## config.mk

```make
export PLATFORM = sky130hd
export DESIGN_NAME = max_reg_arbiter
export DESIGN_NICKNAME = d
export VERILOG_FILES = /design/src/rtl/max_reg_arbiter.sv
export SDC_FILE = /design/constraint.sdc
export NUM_CORES = 1
export LEC_CHECK = 0
export CORE_ASPECT_RATIO = 1.5
export CORE_MARGIN = 2
export CORE_UTILIZATION = 45
export CTS_CLUSTER_SIZE = 30
export DETAILED_ROUTE_END_ITERATION = 7
export PLACE_DENSITY = 0.79
export SYNTH_ARGS = -nofsm -noshare
export SYNTH_HDL_FRONTEND = slang
export SYNTH_SLANG_ARGS = --single-unit
export TNS_END_PERCENT = 5
```

## constraint.sdc

```tcl
create_clock -name clk_in -period 1.75 [get_ports clk_in]
set_input_delay 0.35 -clock clk_in [delete_from_list [all_inputs] [get_ports clk_in]]
set_output_delay 0.35 -clock clk_in [all_outputs]
set_load 0.005 [all_outputs]
```

## src/rtl/max_reg_arbiter.sv

```systemverilog
// max_reg_arbiter: round-robin arbiter sharing the MAX3421E SPI byte engine between two
// register-access requesters, each grant running one command+data byte transaction.
module max_reg_arbiter #(
   parameter int SS_GAP = 2
) (
   input  logic        clk_in,
   input  logic        n_rst_in,
   input  logic [1:0]  req_in,
   input  logic [1:0]  wr_in,
   input  logic [9:0]  addr_in,
   input  logic [15:0] wdata_in,
   output logic [1:0]  ack_out,
   output logic [7:0]  rdata_out,
   output logic [7:0]  status_out,
   output logic        busy_out,
   output logic        byte_start_out,
   output logic [7:0]  byte_tx_out,
   input  logic        byte_done_in,
   input  logic [7:0]  byte_rx_in,
   output logic        n_ss_out
);
   localparam int CW = (SS_GAP < 2) ? 1 : $clog2(SS_GAP);
   typedef enum logic [2:0] {IDLE, CMD, CMD_WAIT, DATA, DATA_WAIT, GAP} state_t;
   state_t          r_state;
   logic            r_g, r_rr, r_wr, r_busy, r_start, r_n_ss;
   logic [4:0]      r_addr;
   logic [7:0]      r_wdata, r_tx, r_rdata, r_status;
   logic [1:0]      r_ack;
   logic [CW-1:0]   r_cnt;
   logic            w_g;
   // r_rr holds the last granted requester; on contention the other one wins
   assign w_g = (req_in == 2'b11) ? ~r_rr : req_in[1];
   always_ff @(posedge clk_in) begin
      if (!n_rst_in) begin
         r_state  <= IDLE;
         r_g      <= 1'b0;
         r_rr     <= 1'b1;
         r_wr     <= 1'b0;
         r_addr   <= '0;
         r_wdata  <= '0;
         r_busy   <= 1'b0;
         r_start  <= 1'b0;
         r_n_ss   <= 1'b1;
         r_tx     <= '0;
         r_rdata  <= '0;
         r_status <= '0;
         r_ack    <= '0;
         r_cnt    <= '0;
      end else begin
         r_start <= 1'b0;
         r_ack   <= '0;
         case (r_state)
            IDLE: if (|req_in) begin
               r_g     <= w_g;
               r_wr    <= wr_in[w_g];
               r_addr  <= w_g ? addr_in[9:5] : addr_in[4:0];
               r_wdata <= w_g ? wdata_in[15:8] : wdata_in[7:0];
               r_n_ss  <= 1'b0;
               r_busy  <= 1'b1;
               r_state <= CMD;
            end
            CMD: begin
               r_start <= 1'b1;
               r_tx    <= {r_addr, 1'b0, r_wr, 1'b0};
               r_state <= CMD_WAIT;
            end
            CMD_WAIT: if (byte_done_in) begin
               r_status <= byte_rx_in;
               r_state  <= DATA;
            end
            DATA: begin
               r_start <= 1'b1;
               r_tx    <= r_wr ? r_wdata : 8'h00;
               r_state <= DATA_WAIT;
            end
            DATA_WAIT: if (byte_done_in) begin
               r_ack   <= r_g ? 2'b10 : 2'b01;
               r_n_ss  <= 1'b1;
               r_rdata <= r_wr ? r_rdata : byte_rx_in;
               r_rr    <= r_g;
               r_cnt   <= '0;
               r_state <= GAP;
            end
            GAP: if (r_cnt == CW'(SS_GAP - 1)) begin
               r_busy  <= 1'b0;
               r_state <= IDLE;
            end else begin
               r_cnt <= r_cnt + 1'b1;
            end
            default: r_state <= IDLE;
         endcase
      end
   end
   assign ack_out        = r_ack;
   assign rdata_out      = r_rdata;
   assign status_out     = r_status;
   assign busy_out       = r_busy;
   assign byte_start_out = r_start;
   assign byte_tx_out    = r_tx;
   assign n_ss_out       = r_n_ss;
endmodule

```

### After elaboration in Yosys (flattened, before gate mapping)

Index checks and enable logic that the tools add are counted.

| cells by class | value |
|---|---|
| add/sub/neg operators | 1 |
| multipliers | 0 |
| divide/modulo/power cells | 0 |
| magnitude comparators | 1 |
| equal/unequal tests | 10 |
| shifts and indexed selects | 0 |
| multiplexer cells | 23 |
| bitwise operators | 2 |
| reductions and logical operators | 16 |

Operators with widths:

| operator | count |
|---|---|
| one-hot mux 3 bit (6 select lines) | 1 |
| 2-to-1 mux 8 bit | 2 |
| one-hot mux 8 bit (2 select lines) | 1 |
| 2-to-1 mux 3 bit | 4 |
| AND reduction 3 bit | 4 |
| 2-to-1 mux 1 bit | 10 |
| inequality test 2 bit (second input constant) | 4 |
| AND reduction 2 bit | 4 |
| nonzero test 2 bit | 4 |
| equality test 3 x 2 -> 1 bit (second input constant) | 2 |
| equality test 3 bit (second input constant) | 2 |
| one-hot mux 1 bit (2 select lines) | 3 |
| 2-to-1 mux 5 bit | 1 |
| AND reduction 4 bit | 1 |
| OR reduction 2 bit | 2 |
| equality test 3 x 1 -> 1 bit (second input constant) | 1 |
| zero test 3 bit | 1 |
| equality test 2 bit (second input constant) | 1 |
| < comparator 1 x 2 -> 1 bit (second input constant) | 1 |
| 2-to-1 mux 2 bit | 1 |
| inverter 1 bit | 2 |
| adder 1 bit (second input constant) | 1 |

| word-level totals | value |
|---|---|
| register bits | 49 |
| latch bits | 0 |
| bits in writable memories | 0 |
| ROM bits | 0 |
| input bits | 41 |
| output and inout bits | 29 |
| logic and storage cells | 67 |
| memories kept | 0 |

### Depth between registers and ports, before layout

Gate-level depths: netlist of the first run.

| depth | value |
|---|---|
| depth in word-level cells | 4 |
| gate-level depth with buffers | 6 |
| gate-level depth less buffers | 3 |

### Worst setup path after synthesis of the first run

Ideal clock, no wire load.

| path | value |
|---|---|
| kind | register -> register |
| from | register r_state[2] |
| to | register r_n_ss (netlist: n_ss_out) |
| setup time | 0.137 ns |
| data arrival time | 1.308 ns |
| data required time | 1.613 ns |
| slack | 0.305 ns |
| stages on the path, launching flop included | 7 |
| cells stage by stage | dfxtp_1 -> buf_6 -> or3_4 -> buf_6 -> buf_2 -> o21ai_0 -> nand3_1 |

| between the ends | value |
|---|---|
| word-level cells in the longest chain between the ends | 3 |
| elaborated cells between the ends (all ways) | 7 |
| those cells by class | 3 x eq/ne; 1 x mux; 3 x reduce/logical |

Ends and longest elaborated chain:

| what | RTL line | source |
|---|---|---|
| start, declared | 24 | `state_t r_state;` |
| start signal, assigned | 35 | `r_state <= IDLE;` |
| start signal, assigned | 60 | `r_state <= CMD;` |
| start signal, assigned | 65 | `r_state <= CMD_WAIT;` |
| equality test 3 bit / zero test 3 bit (equally long branches) | 52 | `case (r_state)` |
| inequality test 2 bit (no line) / nonzero test 2 bit (equally long branches) | - |  |
| AND reduction 3 bit (no line) | - |  |
| end signal, assigned | 43 | `r_n_ss <= 1'b1;` |
| end signal, assigned | 58 | `r_n_ss <= 1'b0;` |
| end signal, assigned | 78 | `r_n_ss <= 1'b1;` |
| end, declared | 25 | `logic r_g, r_rr, r_wr, r_busy, r_start, r_n_ss;` |

Several ways; a longest one is shown, not always the timed one.
A chain may end at the register's enable or synchronous reset.

### Final worst setup path of the first run

| path | value |
|---|---|
| from | register r_state[0] |
| to | register r_addr[1] |

| between the ends | value |
|---|---|
| word-level cells in the longest chain between the ends | 2 |

Ends and longest elaborated chain:

| what | RTL line | source |
|---|---|---|
| zero test 3 bit | 52 |  |
| AND reduction 2 bit (no line) | - |  |
| end signal, assigned | 56 | `r_addr <= w_g ? addr_in[9:5] : addr_in[4:0];` |
| end, declared | 26 | `logic [4:0] r_addr;` |

Every way passes these cells.

==> flow_summary.yaml, run 1 <==
drt:
  drc_errors: 0
  dr_total_vias: 1768
  drt-initial-drc-count: 56
  via_per_inst: 5.508
  routed_wl_mm: 4.624
  wl_per_cell_um: 14.40
  postRouteAntennaNets: 0
  drtPass1Iterations: 4
power_and_ir_drop:
  switchingPower_mw: 0.9303
  pwr-share-seq_pct: 47.3
  ir_worst_vdd_v: 0.0006157
  power_density_nw_per_um2: 1041
  leakage_nw: 1.040
  p_int_mw: 2.130
  power_frac_clock_pct: 21.4
  combPwrFrac_pct: 31.3
  p_sw_share_pct: 30.40
cts:
  cts_max_level: 2
  clock_sink_count: 49
  clk_pin_slew_ps: 90
  cts_buffers: 5
  cts_setup_buffers: 0
  cts_tree: "yes"
  clock_latency_ps: 300
  cts_root_buf: "clkbuf_8"
  clockBufferDepth: 2
place:
  gp_congestion: 0.8510
  io_buffers: 69
  place_ws_ps: -356.2
  place_hpwl_mm: 3.326
timing:
  slew-limit-headroom_pct: 61.16
  rsz0062_at_grt: "no"
  hold_violations: 0
  setup_viol: 0
  fmax_mhz: 648.2
  worstMarginPinSlew_ps: 580.0
  setup_slack_ps: 207.3
  period_share_pct: 88.15
  fin_crit_ps: 1543
  slew_violations: 0
  fin_hold_ws_ps: 459.5
  tns_ps: 0
  fin_skew_ps: 8.154
die:
  io_pins: 70
  die_x_um: 59.71
  core_area_um2: 4504
  std_cell_rows: 30
  die_area_um2: 5227
  die_y_um: 87.56
  start_util_pct: 46.50
finish:
  layout-drive-gt1-share_pct: 14.29
  diodes: 0
  area_delta_synth_final_pct: 40.38
  nets: 313
synthesis:
  synth_top_area_share_pct: 46.83
  async_reset_ff_share_pct: 0
  synth_common_cells: "49 x dfxtp_1, 23 x nand2_1, 18 x nor2b_1"
  synth_area_um2: 2095
  avgSynthCellArea_um2: 10.22
  synth_flop_cell: "dfxtp_1"
  syn_nets: 246
  synth-seq-cells: 49
  ys_types: 34
  ys_seq_area_share_pct: 46.83
  synth.most_common_cell: "dfxtp_1"
  synth_edf_count: 0
  yosys.area.top_type: "dfxtp_1"
  synth_area_leaders: "dfxtp_1 47%, o221a_2 8.1%, mux2i_1 7.6%"
  synth_warnings: 0
  synth_cells: 205
global_routing:
  globalRouteTotalUtil_pct: 18.92
  grt_pass1_vias: 1741
  grt_max_degree: 58
  grt_overflow_total: 0
  antenna_found_initial: 0
  grt_first_pass_wirelength_mm: 7.721
critical_path:
  crit_required_ps: 1990
  cp.arrival_ps: 1790
  cp_max_fo: 18
  start_kind: "register"
  criticalPathCategory: "register to register"
  slowest_stage: "or3_4"
  path_cells: "or3_4 > nor2_8 > o221a_2"
  crit_path_end_kind: "register"
  cpPeakStageDelay_ps: 530
worst_hold_path:
  hp-class: "register to register"
run_status:
  outcome: "finished, final reports clean"
run:
  max-cap-violations: 0
## worst paths after layout
path,from,endpoint,slack [ps],cells after the start
max,r_state[0],r_addr[1],210,3
min,r_g,ack_out[0],460,1
max reg2reg,r_state[0],r_addr[1],210,3
min reg2reg,r_g,ack_out[0],460,1
## state kept, by name (all words and copies together) (netlist names), 2 cells and up
signal       cells
ack_out          2
byte_tx_out      8
r_addr           5
r_state          3
r_wdata          8
rdata_out        8
status_out       8
## power by group through the flow
stage	registers, mW	clock network [mW]	logic, mW
2_1_floorplan	1.41	0	0.680
3_3_place_gp	1.47	0	0.948
3_5_place_dp	1.47	0	0.965
4_1_cts	1.45	0.685	0.972
5_1_grt	1.47	0.713	1.05
6_report	1.45	0.655	0.958
## metrics by stage
stage / utilization (%) / power (mW) / instances / area (um2)
floorplan: - / 2.090 / 205 / 2095
global placement: 63.22 / 2.414 / 313 / 2848
detailed placement: 63.22 / 2.439 / 313 / 2848
CTS: 65.28 / 3.105 / 321 / 2940
global route: 65.28 / 3.231 / 321 / 2940
finish: 65.28 / 3.061 / 321 / 2940
## routing by layer
metal  up-vias  wire length (um)  GRT usage [%]
li1        887                 -              -
met1       826              1873          21.50
met2        50              2451          34.19
met3         5               235          3.840
met4         0                63          6.465
met5         -                 0              0
## cell type report
cell class / count / area [um2]
well taps: 48 / 60.06
fillers: 394 / 1564
multi-input cells: 136 / 1015
clock inverters: 3 / 21.27
clock buffers: 5 / 68.82
flip-flops and latches: 49 / 980.9
inverters: 1 / 3.754
repair buffers: 79 / 790.8
## cells in the final DEF (no fill, tap or decap), types with 5 or more instances in the layout
master,instances
nand2_1,23
buf_4,8
clkbuf_8,5
a21oi_1,6
o32a_1,14
mux2i_1,16
dfxtp_1,49
nand2b_1,5
clkdlybuf4s50_1,69
o221a_2,15
nor2b_1,17
o21ai_0,7
a31oi_1,5
## logic make-up (layout without fill, tap and decap cells)
| group | after synthesis | after routing | share of synthesized area [%] |
|---|---|---|---|
| simple gates | 64 | 64 | 17.56 |
| mux | 16 | 16 | 7.646 |
| flops | 49 | 49 | 46.83 |
| buf+inv | 20 | 88 | 5.137 |
| xor+xnor | 1 | 1 | 0.4182 |
| compound gates | 55 | 55 | 22.40 |
## what timing repair did
item                                    4_1_cts  5_1_grt
hold buffers                                  0        0
endpoints found under the setup margin       14        0
gates resized for setup                       1        0
## critical path, delay by kind of cell (launching register included)
kind             cells  cell delay (ps)
AO/OA/AOI/OAI        1              230
flip-flops           1              430
AND/OR/NAND/NOR      2              810
Power figures use the tool's default switching activity.
==> run 2: changes to the inputs <==
==> constraint.sdc (replaced) <==
create_clock -name clk_in -period 1.75 [get_ports clk_in]
set_input_delay 0.35 -clock clk_in [delete_from_list [all_inputs] [get_ports clk_in]]
set_output_delay 0.35 -clock clk_in [all_outputs]
set_load 0.01 [all_outputs]
==> results of run 2 <==
Same layout as run 1 (identical final DEF). Status: finished, final reports clean.
Main changes from that run: setup slack after layout 207.3 ps -> 205.1 ps; start point of the critical path r_state[0] -> status_out[2]; end point of the critical path r_addr[1] -> status_out[2]; total power 3.061 mW -> 3.088 mW; worst IR drop on VDD 0.0006157 V -> 0.0006163 V
==> run 3: changes to the inputs <==
--- a/config.mk
+++ b/config.mk
@@ -6,7 +6,6 @@
 export NUM_CORES = 1
 export LEC_CHECK = 0
 export CORE_ASPECT_RATIO = 1.5
-export CORE_MARGIN = 2
 export CORE_UTILIZATION = 45
 export CTS_CLUSTER_SIZE = 30
 export DETAILED_ROUTE_END_ITERATION = 7
==> run 3 against run 2 <==
The run now ends with DRC left. Sequential power barely moved. Worst hold slack barely moved. Largest power group unchanged. Critical path depth did not move. Global-route usage rose by 1.3 points. Wire length rose by 0.82%. Clock skew fell by 0.74 ps. Total power fell by 0.47%. Non-clock buffer count fell by 3. Combinational power fell by 2.2%. First-iteration DRC count rose by 7.1%. Sequential share of layout area rose by 0.24 points.
==> flow_summary.yaml, run 3 (synthesis results as in run 1) <==
critical_path:
  crit_required_ps: 1400
  criticalPathCategory: "register to output pin"
  cp_max_fo: 2
  rrSetupSlack_ps: 210
  slowest_stage: "clkdlybuf4s50_1"
  path_cells: "clkdlybuf4s50_1"
  cpLargestDelayFamily: "buffers and inverters"
  cp.arrival_ps: 1200
  start_kind: "register"
  cpPeakStageDelay_ps: 550
  crit_path_end_kind: "output pin"
  critPathBufInv: 1
finish:
  area_delta_synth_final_pct: 39.37
  nets: 310
  layout_common_cells: "69 x clkdlybuf4s50_1, 49 x dfxtp_1, 23 x nand2_1, 17 x nor2b_1, 16 x mux2i_1"
  fillers: 376
  final_common_cell: "clkdlybuf4s50_1"
  seqCellArea_um2: 980.9
  diodes: 0
  fin_area_um2: 2919
  final_cells: 318
  multi_input_area_um2: 1015
  layout-drive-gt1-share_pct: 13.33
global_routing:
  grt_first_pass_wirelength_mm: 7.714
  grt_max_degree: 58
  antenna_found_initial: 0
  grt_overflow_total: 0
  grt_pass1_vias: 1642
  globalRouteTotalUtil_pct: 20.22
timing:
  slew-limit-headroom_pct: 60.37
  setup_viol: 0
  setup_slack_ps: 197.5
  fin_crit_ps: 1552
  fmax_mhz: 644.1
  slew_violations: 0
  rsz0062_at_grt: "no"
  hold_violations: 0
  worstMarginPinSlew_ps: 591.8
  fin_skew_ps: 7.418
  period_share_pct: 88.71
power_and_ir_drop:
  leakage_nw: 1.016
  ir_worst_vdd_v: 0.0006564
  power_frac_clock_pct: 21.4
  p_sw_share_pct: 31.36
  power_density_nw_per_um2: 1053
  pwr-share-seq_pct: 47.2
  p_int_mw: 2.110
  switchingPower_mw: 0.9640
  combPwrFrac_pct: 31.3
run_status:
  outcome: "finished with violations"
  violations: "DRC"
place:
  place_ws_ps: -363.6
  gp_congestion: 0.7890
  placed_cell_area_um2: 2825
  dp_cells: 310
  io_buffers: 69
  place_hpwl_mm: 3.205
cts:
  clk_pin_slew_ps: 90
  cts_root_buf: "clkbuf_8"
  cts_tree: "yes"
  cts_buffers: 5
  cts_setup_buffers: 0
  cts_max_level: 2
  clockBufferDepth: 2
  clock_latency_ps: 300
  cts-resized-gates: 1
  clock_sink_count: 49
  ctsHoldBuffers: 0
drt:
  drt-initial-drc-count: 60
  dr_total_vias: 1800
  drc_errors: 8
  drtPass1Iterations: 8
  routed_wl_mm: 4.662
  postRouteAntennaNets: 0
  via_per_inst: 5.660
  wl_per_cell_um: 14.66
die:
  start_util_pct: 46.50
  core_area_um2: 4504
  std_cell_rows: 30
  die_x_um: 57.71
  die_area_um2: 4937
  io_pins: 70
  die_y_um: 85.56
worst_hold_path:
  hp-class: "register to register"
run:
  max-cap-violations: 0
run 3: cell types whose count changed in the layout (fill, tap and decap cells not counted), sizes merged:
cell	previous run	this run
buf	10	7
clkinvlp	1	3
clkinv	1	0
inv	2	1
run 3: layout make-up:
cell class / instances / share of cell area, %
clock inverter: 3 / 0.7715
inverter: 1 / 0.1286
sequential: 49 / 33.60
multi-input combinational: 136 / 34.76
timing repair buffer: 76 / 26.32
clock buffer: 5 / 2.357
tap: 48 / 2.057
run 3: worst register-to-register path, cell delays in order, from the launching register on:
cell and delay, ps:
dfxtp_1 410, or3_4 550, nor2_8 290, o221a_2 240
run 3: power groups by stage:
stage | Sequential, mW | Clock, mW | Combinational (mW)
2_1_floorplan | 1.44 | 0 | 0.680
3_3_place_gp | 1.47 | 0 | 0.945
3_5_place_dp | 1.47 | 0 | 0.969
4_1_cts | 1.45 | 0.680 | 0.975
5_1_grt | 1.47 | 0.722 | 1.04
6_report | 1.45 | 0.659 | 0.963
run 3: metal layers:
metal  wire length (um)  global-route usage (%)
met5                  0                       0
met1               1909                   23.09
met2               2430                   35.62
met3                244                   5.128
met4                 77                   7.792
run 3: worst paths after layout:
check | from | endpoint | cells after the start
setup reg to reg | r_state[2] | r_wdata[5] | 3
hold / removal | rdata_out[1] | rdata_out[1] | 2
setup / recovery | busy_out | busy_out | 1
hold reg to reg | rdata_out[1] | rdata_out[1] | 2
run 3: per-stage QoR:
stage,util [%],hold WS (ps),power (mW),setup TNS [ps]
3_5_place_dp,62.72,453.1,2.440,-4934
6_report,64.81,459.6,3.074,0
3_3_place_gp,62.72,442.4,2.412,-4602
5_1_grt,64.81,481.6,3.237,0
4_1_cts,64.81,465.4,3.104,0
2_1_floorplan,-,417.6,2.117,0
